$ cat config.mk
export PLATFORM = sky130hd
export DESIGN_NAME = vending_core_flat
export DESIGN_NICKNAME = d
export VERILOG_FILES = /design/src/rtl/vending_core_if.sv /design/src/rtl/vending_core.sv /design/src/flat_wrapper.sv
export SDC_FILE = /design/constraint.sdc
export NUM_CORES = 1
export LEC_CHECK = 0
export CAP_MARGIN = 20
export CORE_ASPECT_RATIO = 1.1
export CORE_MARGIN = 2
export CORE_UTILIZATION = 23
export DETAILED_ROUTE_END_ITERATION = 10
export GPL_ROUTABILITY_DRIVEN = 0
export SETUP_SLACK_MARGIN = 0.1
export SYNTH_ARGS = -nofsm -noshare
export SYNTH_HDL_FRONTEND = slang
export SYNTH_SLANG_ARGS = --single-unit
$ cat constraint.sdc
create_clock -name clock -period 10.9 [get_ports clock]
set_input_delay 2.18 -clock clock [delete_from_list [all_inputs] [get_ports clock]]
set_output_delay 2.18 -clock clock [all_outputs]
set_load 0.02 [all_outputs]
$ cat src/rtl/vending_core_if.sv
// Command, coin and status bundle between the keyboard front-end and vending_core.
// The front-end uses the master modport and the controller uses the slave modport.
interface vending_core_if #(
  parameter int SLOTW  = 2,
  parameter int STOCKW = 4,
  parameter int MONEYW = 8,
  parameter int PASSW  = 6
);
  logic [1:0]        mode;
  logic              start;
  logic [SLOTW-1:0]  slot;
  logic [STOCKW-1:0] qty;
  logic [MONEYW-1:0] amount;
  logic [PASSW-1:0]  pass;
  logic              coin_valid;
  logic [MONEYW-1:0] coin_val;
  logic              cancel;
  logic              busy;
  logic              done;
  logic              dispense;
  logic [SLOTW-1:0]  disp_slot;
  logic              change_valid;
  logic [MONEYW-1:0] change_amt;
  logic [MONEYW-1:0] credit;
  logic [MONEYW-1:0] bank;
  logic [STOCKW-1:0] stock_out;
  logic [MONEYW-1:0] price_out;
  logic [3:0]        err;

  modport master (
    output mode, start, slot, qty, amount, pass, coin_valid, coin_val, cancel,
    input  busy, done, dispense, disp_slot, change_valid, change_amt,
           credit, bank, stock_out, price_out, err
  );

  modport slave (
    input  mode, start, slot, qty, amount, pass, coin_valid, coin_val, cancel,
    output busy, done, dispense, disp_slot, change_valid, change_amt,
           credit, bank, stock_out, price_out, err
  );
endinterface

$ cat src/rtl/vending_core.sv
// Vending controller: per-slot stock and price, coin credit, buy/restock/withdraw/report.
// A command runs IDLE -> EXEC (decide and update) -> FIN (pulse results) -> IDLE.
module vending_core #(
  parameter int               NSLOT  = 4,
  parameter int               SLOTW  = 2,
  parameter int               STOCKW = 4,
  parameter int               MONEYW = 8,
  parameter int               PASSW  = 6,
  parameter logic [PASSW-1:0] PASS   = 6'b001101
) (
  input logic           clock,
  input logic           resetn,
  vending_core_if.slave bus
);
  typedef enum logic [1:0] {IDLE = 2'd0, EXEC = 2'd1, FIN = 2'd2} state_t;
  state_t state, state_nxt;

  logic [STOCKW-1:0] stock [NSLOT];
  logic [MONEYW-1:0] price [NSLOT];
  logic [MONEYW-1:0] credit, bank;

  logic [1:0]        cmd_mode;
  logic [SLOTW-1:0]  cmd_slot;
  logic [STOCKW-1:0] cmd_qty;
  logic [MONEYW-1:0] cmd_amount;
  logic [PASSW-1:0]  cmd_pass;

  logic [3:0]        pend_err;
  logic              pend_disp, pend_chg, pend_rep;
  logic [MONEYW-1:0] pend_chg_amt, pend_price_out;
  logic [STOCKW-1:0] pend_stock_out;

  logic              done_r, disp_r, chg_valid_r;
  logic [SLOTW-1:0]  disp_slot_r;
  logic [MONEYW-1:0] chg_amt_r, price_out_r;
  logic [STOCKW-1:0] stock_out_r;
  logic [3:0]        err_r;

  logic              do_cancel, accept_start, coin_ok;
  logic [MONEYW:0]   coin_sum, bank_sum;
  logic [STOCKW:0]   stock_sum;
  logic [3:0]        err_idle;
  logic              slot_ok, pass_ok;
  logic [STOCKW-1:0] cur_stock;
  logic [MONEYW-1:0] cur_price;

  logic [3:0]        dec_err;
  logic              dec_disp, dec_chg, dec_stock_wr, dec_price_wr, dec_rep;
  logic [MONEYW-1:0] dec_chg_amt, dec_credit, dec_bank, dec_price_out;
  logic [STOCKW-1:0] dec_stock, dec_stock_out;

  // Cancel with credit outranks both coins and a new command in the same cycle.
  assign do_cancel    = (state == IDLE) && bus.cancel && (credit != '0);
  assign accept_start = (state == IDLE) && bus.start && !do_cancel;
  assign coin_ok      = (state == IDLE) && !bus.cancel && bus.coin_valid;
  assign coin_sum     = {1'b0, credit} + {1'b0, bus.coin_val};

  always_comb begin
    err_idle = accept_start ? 4'b0000 : err_r;
    if (coin_ok && coin_sum[MONEYW])
      err_idle[3] = 1'b1;
  end

  always_ff @(posedge clock or negedge resetn) begin
    if (!resetn)
      state <= IDLE;
    else
      state <= state_nxt;
  end

  always_comb begin
    state_nxt = state;
    case (state)
      IDLE:    if (accept_start) state_nxt = EXEC;
      EXEC:    state_nxt = FIN;
      FIN:     state_nxt = IDLE;
      default: state_nxt = IDLE;
    endcase
  end

  always_comb begin
    slot_ok   = 1'b0;
    cur_stock = '0;
    cur_price = '0;
    for (int i = 0; i < NSLOT; i++) begin
      if (cmd_slot == SLOTW'(i)) begin
        slot_ok   = 1'b1;
        cur_stock = stock[i];
        cur_price = price[i];
      end
    end
  end

  assign pass_ok   = (cmd_pass == PASS);
  assign bank_sum  = {1'b0, bank} + {1'b0, cur_price};
  assign stock_sum = {1'b0, cur_stock} + {1'b0, cmd_qty};

  // Command outcome, evaluated while in EXEC; error checks follow their priority order.
  always_comb begin
    dec_err       = 4'b0000;
    dec_disp      = 1'b0;
    dec_chg       = 1'b0;
    dec_chg_amt   = '0;
    dec_stock_wr  = 1'b0;
    dec_stock     = cur_stock;
    dec_price_wr  = 1'b0;
    dec_credit    = credit;
    dec_bank      = bank;
    dec_rep       = 1'b0;
    dec_stock_out = '0;
    dec_price_out = '0;
    case (cmd_mode)
      2'b00: begin
        if (!slot_ok || cur_stock == '0) dec_err[0] = 1'b1;
        else if (credit < cur_price)     dec_err[1] = 1'b1;
        else if (bank_sum[MONEYW])       dec_err[3] = 1'b1;
        else begin
          dec_disp     = 1'b1;
          dec_stock_wr = 1'b1;
          dec_stock    = cur_stock - STOCKW'(1);
          dec_bank     = bank_sum[MONEYW-1:0];
          dec_chg      = 1'b1;
          dec_chg_amt  = credit - cur_price;
          dec_credit   = '0;
        end
      end
      2'b01: begin
        if (!pass_ok)      dec_err[2] = 1'b1;
        else if (!slot_ok) dec_err[0] = 1'b1;
        else begin
          dec_stock_wr = 1'b1;
          dec_price_wr = (cmd_amount != '0);
          if (stock_sum[STOCKW]) begin
            dec_stock  = '1;
            dec_err[3] = 1'b1;
          end else begin
            dec_stock  = stock_sum[STOCKW-1:0];
          end
        end
      end
      2'b10: begin
        if (!pass_ok)               dec_err[2] = 1'b1;
        else if (cmd_amount > bank) dec_err[1] = 1'b1;
        else begin
          dec_bank    = bank - cmd_amount;
          dec_chg     = 1'b1;
          dec_chg_amt = cmd_amount;
        end
      end
      default: begin
        dec_rep = 1'b1;
        if (!slot_ok) dec_err[0] = 1'b1;
        else begin
          dec_stock_out = cur_stock;
          dec_price_out = cur_price;
        end
      end
    endcase
  end

  always_ff @(posedge clock or negedge resetn) begin
    if (!resetn) begin
      for (int i = 0; i < NSLOT; i++) begin
        stock[i] <= '0;
        price[i] <= '0;
      end
      credit         <= '0;
      bank           <= '0;
      cmd_mode       <= 2'b00;
      cmd_slot       <= '0;
      cmd_qty        <= '0;
      cmd_amount     <= '0;
      cmd_pass       <= '0;
      pend_err       <= 4'b0000;
      pend_disp      <= 1'b0;
      pend_chg       <= 1'b0;
      pend_rep       <= 1'b0;
      pend_chg_amt   <= '0;
      pend_stock_out <= '0;
      pend_price_out <= '0;
      done_r         <= 1'b0;
      disp_r         <= 1'b0;
      chg_valid_r    <= 1'b0;
      disp_slot_r    <= '0;
      chg_amt_r      <= '0;
      stock_out_r    <= '0;
      price_out_r    <= '0;
      err_r          <= 4'b0000;
    end else begin
      done_r      <= 1'b0;
      disp_r      <= 1'b0;
      chg_valid_r <= 1'b0;
      case (state)
        IDLE: begin
          if (do_cancel) begin
            chg_valid_r <= 1'b1;
            chg_amt_r   <= credit;
            credit      <= '0;
          end else begin
            err_r <= err_idle;
            if (coin_ok && !coin_sum[MONEYW])
              credit <= coin_sum[MONEYW-1:0];
            if (accept_start) begin
              cmd_mode   <= bus.mode;
              cmd_slot   <= bus.slot;
              cmd_qty    <= bus.qty;
              cmd_amount <= bus.amount;
              cmd_pass   <= bus.pass;
            end
          end
        end
        EXEC: begin
          for (int i = 0; i < NSLOT; i++) begin
            if (cmd_slot == SLOTW'(i)) begin
              if (dec_stock_wr) stock[i] <= dec_stock;
              if (dec_price_wr) price[i] <= cmd_amount;
            end
          end
          credit         <= dec_credit;
          bank           <= dec_bank;
          pend_err       <= dec_err;
          pend_disp      <= dec_disp;
          pend_chg       <= dec_chg;
          pend_chg_amt   <= dec_chg_amt;
          pend_rep       <= dec_rep;
          pend_stock_out <= dec_stock_out;
          pend_price_out <= dec_price_out;
        end
        FIN: begin
          done_r      <= 1'b1;
          disp_r      <= pend_disp;
          chg_valid_r <= pend_chg;
          err_r       <= pend_err;
          if (pend_disp) disp_slot_r <= cmd_slot;
          if (pend_chg)  chg_amt_r   <= pend_chg_amt;
          if (pend_rep) begin
            stock_out_r <= pend_stock_out;
            price_out_r <= pend_price_out;
          end
        end
        default: ;
      endcase
    end
  end

  assign bus.busy         = (state != IDLE);
  assign bus.done         = done_r;
  assign bus.dispense     = disp_r;
  assign bus.disp_slot    = disp_slot_r;
  assign bus.change_valid = chg_valid_r;
  assign bus.change_amt   = chg_amt_r;
  assign bus.credit       = credit;
  assign bus.bank         = bank;
  assign bus.stock_out    = stock_out_r;
  assign bus.price_out    = price_out_r;
  assign bus.err          = err_r;
endmodule

$ cat src/flat_wrapper.sv
// flat-port wrapper written by rule: the top's interface ports become plain ports
module vending_core_flat 
#(
  parameter int               NSLOT  = 4,
  parameter int               SLOTW  = 2,
  parameter int               STOCKW = 4,
  parameter int               MONEYW = 8,
  parameter int               PASSW  = 6,
  parameter logic [PASSW-1:0] PASS   = 6'b001101
)
  (clock, resetn, bus_mode, bus_start, bus_slot, bus_qty, bus_amount, bus_pass, bus_coin_valid, bus_coin_val, bus_cancel, bus_busy, bus_done, bus_dispense, bus_disp_slot, bus_change_valid, bus_change_amt, bus_credit, bus_bank, bus_stock_out, bus_price_out, bus_err);
  vending_core_if #(.SLOTW(SLOTW), .STOCKW(STOCKW), .MONEYW(MONEYW), .PASSW(PASSW)) bus_i ();
  input logic clock;
  input logic resetn;
  input wire logic [$bits(bus_i.mode)-1:0] bus_mode;
  input wire logic [$bits(bus_i.start)-1:0] bus_start;
  input wire logic [$bits(bus_i.slot)-1:0] bus_slot;
  input wire logic [$bits(bus_i.qty)-1:0] bus_qty;
  input wire logic [$bits(bus_i.amount)-1:0] bus_amount;
  input wire logic [$bits(bus_i.pass)-1:0] bus_pass;
  input wire logic [$bits(bus_i.coin_valid)-1:0] bus_coin_valid;
  input wire logic [$bits(bus_i.coin_val)-1:0] bus_coin_val;
  input wire logic [$bits(bus_i.cancel)-1:0] bus_cancel;
  output wire logic [$bits(bus_i.busy)-1:0] bus_busy;
  output wire logic [$bits(bus_i.done)-1:0] bus_done;
  output wire logic [$bits(bus_i.dispense)-1:0] bus_dispense;
  output wire logic [$bits(bus_i.disp_slot)-1:0] bus_disp_slot;
  output wire logic [$bits(bus_i.change_valid)-1:0] bus_change_valid;
  output wire logic [$bits(bus_i.change_amt)-1:0] bus_change_amt;
  output wire logic [$bits(bus_i.credit)-1:0] bus_credit;
  output wire logic [$bits(bus_i.bank)-1:0] bus_bank;
  output wire logic [$bits(bus_i.stock_out)-1:0] bus_stock_out;
  output wire logic [$bits(bus_i.price_out)-1:0] bus_price_out;
  output wire logic [$bits(bus_i.err)-1:0] bus_err;
  assign bus_i.mode = bus_mode;
  assign bus_i.start = bus_start;
  assign bus_i.slot = bus_slot;
  assign bus_i.qty = bus_qty;
  assign bus_i.amount = bus_amount;
  assign bus_i.pass = bus_pass;
  assign bus_i.coin_valid = bus_coin_valid;
  assign bus_i.coin_val = bus_coin_val;
  assign bus_i.cancel = bus_cancel;
  assign bus_busy = bus_i.busy;
  assign bus_done = bus_i.done;
  assign bus_dispense = bus_i.dispense;
  assign bus_disp_slot = bus_i.disp_slot;
  assign bus_change_valid = bus_i.change_valid;
  assign bus_change_amt = bus_i.change_amt;
  assign bus_credit = bus_i.credit;
  assign bus_bank = bus_i.bank;
  assign bus_stock_out = bus_i.stock_out;
  assign bus_price_out = bus_i.price_out;
  assign bus_err = bus_i.err;
  vending_core #(.NSLOT(NSLOT), .SLOTW(SLOTW), .STOCKW(STOCKW), .MONEYW(MONEYW), .PASSW(PASSW), .PASS(PASS)) u_core (.clock(clock), .resetn(resetn), .bus(bus_i));
endmodule
; ---- Yosys cells after proc, flatten, opt, wreduce, memory -nomap -nowiden
; Cells that the tools add are included.
[op_classes]
add_sub_neg = 6
bitwise_logic = 1
n_eq_ne = 23
n_reduce_logical = 41
muxes = 87
magnitude_cmp = 2
[ops]
columns = cell, count
row1 = $mux W8, 24
row2 = $pmux W8 S2, 4
row3 = $mux W4, 14
row4 = $reduce_and A3 Y1, 12
row5 = $mux W1, 35
row6 = $add A8 B8 Y9, 2
row7 = $ne A2 B2 Y1 const B, 8
row8 = $pmux W4 S2, 2
row9 = $reduce_bool A8 Y1, 2
row10 = $sub A8 B8 Y8, 2
row11 = $ne A2 B1 Y1 const B, 5
row12 = $pmux W1 S2, 5
row13 = $eq A2 B2 Y1 const B, 4
row14 = $gt A8 B8 Y1, 1
row15 = $logic_and A1 B1 Y1, 8
row16 = $lt A8 B8 Y1, 1
row17 = $reduce_bool A2 Y1, 4
row18 = $reduce_and A7 Y1, 1
row19 = $eq A2 B1 Y1 const B, 3
row20 = $eq A6 B4 Y1 const B, 1
row21 = $logic_not A2 Y1, 3
row22 = $ne A3 B2 Y1 const B, 2
row23 = $reduce_and A6 Y1, 1
row24 = $add A4 B4 Y5, 1
row25 = 11 further kinds, 15
[totals]
register_bits = 144
inputBits = 35

; ---- Longest topological paths before layout
[logic_depth]
depth_word = 11
depth_mapped = 14

; ---- Worst setup path after synthesis
; No wires, ideal clock.
[synth_path]
kind = input to register
from = input port bus_coin_val[0]
to = register u_core.credit[2] (netlist: u_core.bus.credit[2])
arrival_ps = 4115
slack_ps = 6660
setup_ps = 125
n_path_buf = 0
stages = 8
required_ps = 10775
path_cell_list = ha_1 -> fa_1 -> a211o_1 -> a21oi_1 -> o31ai_1 -> a21o_1 -> a21oi_4 -> mux2_2
[synth_between]
elab_chain_len = 5
[synth_rtl]
columns = element, line_no
row1 = "start, declared", flat_wrapper.sv:22  ; input wire logic [$bits(bus_i.coin_val)-1:0] bus_coin_val;
row2 = $add A8 B8 Y9 *, vending_core.sv:56  ; assign coin_sum = {1'b0, credit} + {1'b0, bus.coin_val};
row3 = $logic_not A1 Y1, vending_core.sv:201  ; if (coin_ok && !coin_sum[MONEYW])
row4 = $logic_and A1 B1 Y1, vending_core.sv:201
row5 = $ne A3 B2 Y1 (no line), --
row6 = $reduce_and A6 Y1 (no line), --
row7 = "end signal, assigned", vending_core.sv:202  ; credit <= coin_sum[MONEYW-1:0];
row8 = "end signal, assigned", vending_core.sv:219  ; credit <= dec_credit;
row9 = "end, declared", vending_core.sv:20  ; logic [MONEYW-1:0] credit, bank;
; Mark *: on every way between the ends. The rest lies on a longest branch, timed or not. The select of a mux whose other input is x is not followed.
; A chain may end at the register's enable or synchronous reset.

; ---- Worst setup path after layout
[layout_path]
from = register u_core.cmd_slot[1]
to = register u_core.credit[6] (netlist: u_core.bus.credit[6])
[layout_between]
elab_chain_len = 9
[layout_rtl]
columns = element, line_no
row1 = "start, declared", vending_core.sv:23  ; logic [SLOTW-1:0] cmd_slot;
row2 = "start signal, assigned", vending_core.sv:205  ; cmd_slot <= bus.slot;
row3 = "parallel branches: the longest is 8 deep, another holds $add A8 B8 Y9", --
row4 = $reduce_and A6 Y1 (no line) *, --
; Mark *: on every way between the ends.

==> results.cfg <==
[synthesis]
synthTopCellsByArea = dfrtp_1 48%, ha_1 6.9%, mux2_2 6.4%
yosysUniqueCellTypes = 56
synth-simple-area-share_pct = 12.8
synth_top_area_share_pct = 47.6
yosysSeqAreaShare_pct = 47.6
synth.mux.area_fraction_pct = 11.8
synth_warnings = 0
synth_top_area_cell = dfrtp_1
synth_compound_area_share_pct = 14.4
avgSynthCellArea_um2 = 10.4
synth.most_common_cell = dfrtp_1
ys_seq_elements = 144
synth_async_sr_flop_share_pct = 100
synthXorXnorAreaFrac_pct = 2.08
synth_commonest_cells = 144 x dfrtp_1, 121 x nand2_1, 66 x o21ai_0, 43 x a21oi_1, 43 x mux2_2
synth_edf_count = 0
synth_nets = 812
netlist_area_um2 = 7570
yosys.area_share.adder_pct = 8.26
postSynthCellCount = 730
synthFlopType = dfrtp_1
synth_top_family_by_area = compound AO/OA/AOI/OAI gates

[clock_tree]
cts_resized = 0
cts_buffer_depth = 2
cts_tree = yes
cts-buffers-inserted = 17
ctsRootBufferMaster = clkbuf_16
holdBufCountCts = 0
worstSkewPairLatency_ns = 0.43
post_cts_buffers = 0
cts.sinks = 144
cts_max_level = 4
clk_pin_slew_ns = 0.07

[detailed_routing]
drc = 0
first_iter_violations = 506
first_pass_iters = 6
wire_per_inst_um = 16.1
viasPerCell = 4.53
num_vias = 5666
drtAntennaViolNets = 0
wl_um = 20100

[grt]
grt_overflow = 0
grt_pass1_wl_um = 32200
antenna_found_initial = 0
grt.total_usage_pct = 12.1
grt_max_degree = 78
grt_pass1_vias = 5635

[final_layout]
fillCellCount = 3360
seqCellArea_um2 = 3600
antennaDiodeCount = 0
multiInputGateArea_um2 = 3740
fin_nets = 893
drive_above_1_share_pct = 12.3
design_area_um2 = 9440
area_growth_pct = 24.8

[critical_path]
critPathBufInv = 0
arrival_ns = 4.87
start_kind = register
critPathKind = reg -> reg
crit_chain = mux4_2 -> ha_1 -> fa_1 -> nand2b_1 -> a21oi_1 -> o22ai_1 -> or3b_1 -> a221o_1 -> a21oi_4 -> mux2_2
crit_path_top_delay_cell = dfrtp_1
cpLargestDelayFamily = compound AO/OA/AOI/OAI gates
required_ns = 11.21
cpPeakStageDelay_ns = 0.91
worstPathMaxFanout = 18
endpoint_kind = register

[outcome]
status = finished, final reports clean

[pwr]
leakagePower_nw = 4.21
finalPower_mw = 2.21
peakVddDrop_mv = 0.122
p_per_area_nw_per_um2 = 234

[sta]
drv_slew = 0
fin_crit_sh_pct = 41.9
setup_viol = 0
layout_setup_ws_ns = 6.33
period_minus_slack_ns = 4.57
finalHoldViolations = 0
finalSetupTns_ns = 0
timing.hold.ws_ns = 0.469
tightestPinTransition_ns = 0.984
max_slew_margin_pct = 34.0
skew_ns = 0.00810
rsz0062_at_grt = no
fmax_ghz = 0.219

[flow_run]
maxCapViolations = 0

[placed_design]
pre_cts_slack_ns = 5.95
placed_area_um2 = 8840
portBuffers = 80
dp_hpwl_um = 15100

[floorplanning]
num_rows = 69
design.die.area_um2 = 34400
die_w_um = 177
dieHeight_um = 194
initial_utilization_pct = 23.4
io_pins = 81
core-area_um2 = 32400

[min_path]
min_path_type = reg -> reg
## kinds of logic after synthesis
| family | Yosys count |
|---|---|
| simple gates | 219 |
| compound gates | 175 |
| flops | 144 |
| mux | 69 |
| buf+inv | 58 |
| fa+ha+maj | 47 |
| xor+xnor | 18 |
## state kept, by name (all words and copies together) (netlist names), 4 cells and up
register,count
u_core.bus.bank,8
u_core.price,32
u_core.pend_err,4
u_core.cmd_pass,6
u_core.bus.err,4
u_core.bus.credit,8
u_core.pend_price_out,8
u_core.bus.stock_out,4
u_core.cmd_amount,8
u_core.bus.change_amt,8
u_core.pend_stock_out,4
u_core.pend_chg_amt,8
u_core.cmd_qty,4
u_core.stock,16
u_core.bus.price_out,8
## path summary, 6_finish.rpt
| check | startpoint | end | slack, ns | cells after the start |
|---|---|---|---|---|
| min reg2reg | u_core.cmd_pass[1] | u_core.cmd_pass[1] | 0.47 | 2 |
| max reg2reg | u_core.cmd_slot[1] | u_core.bus.credit[6] | 6.33 | 10 |
| min | u_core.cmd_pass[1] | u_core.cmd_pass[1] | 0.47 | 2 |
| min in group asynchronous | resetn | u_core.bus.credit[4] | 1.77 | 1 |
| max | u_core.cmd_slot[1] | u_core.bus.credit[6] | 6.33 | 10 |
| max in group asynchronous | resetn | u_core.stock[7] | 7.80 | 2 |
## per-stage QoR
stage	utilization, %	std cells
after floorplan	-	730
after global placement	27.3	1217
after detailed placement	27.3	1217
after CTS	29.1	1249
after global routing	29.2	1250
final	29.2	1250
## where the power goes
part	switching (mW)	internal (mW)
Combinational	0.481	0.387
Clock	0.258	0.326
Sequential	0.128	0.629
Total	0.868	1.34
## cells in the final DEF (no fill, tap or decap), drive strengths merged, types with 8 or more instances in the layout
cell type and count:
nand2b 14, a22o 17, clkbuf 18, dfrtp 144
a21oi 44, ha 42, o21ai 67, clkdlybuf4s50 79
xor2 10, nand2 122, mux2 43, nor2 40
inv 43, mux2i 14, xnor2 8, mux4 12
## per-layer routing
layer,GRT usage (%),up-vias,wire length [um]
met5,0,-,0
met4,5.48,0,609
met3,2.47,29,999
met2,17.8,171,8730
met1,17.1,2712,9810
li1,-,2754,-
## final cells by class
class | count | share of cell area, %
clock buffers | 17 | 4.50
clock inverters | 15 | 1.78
inverters | 34 | 1.35
multi-input cells | 528 | 39.6
flip-flops and latches | 144 | 38.2
well taps | 426 | 5.64
repair buffers | 86 | 8.97
## worst reg2reg max path, stage by stage, from the launching register on
cell and delay, ns:
dfrtp_1 0.91, mux4_2 0.52, ha_1 0.24, fa_1 0.37, nand2b_1 0.19, a21oi_1 0.31, o22ai_1 0.17, or3b_1 0.61
a221o_1 0.46, a21oi_4 0.28, mux2_2 0.38
Note: power is estimated with default switching activity, not from simulation.
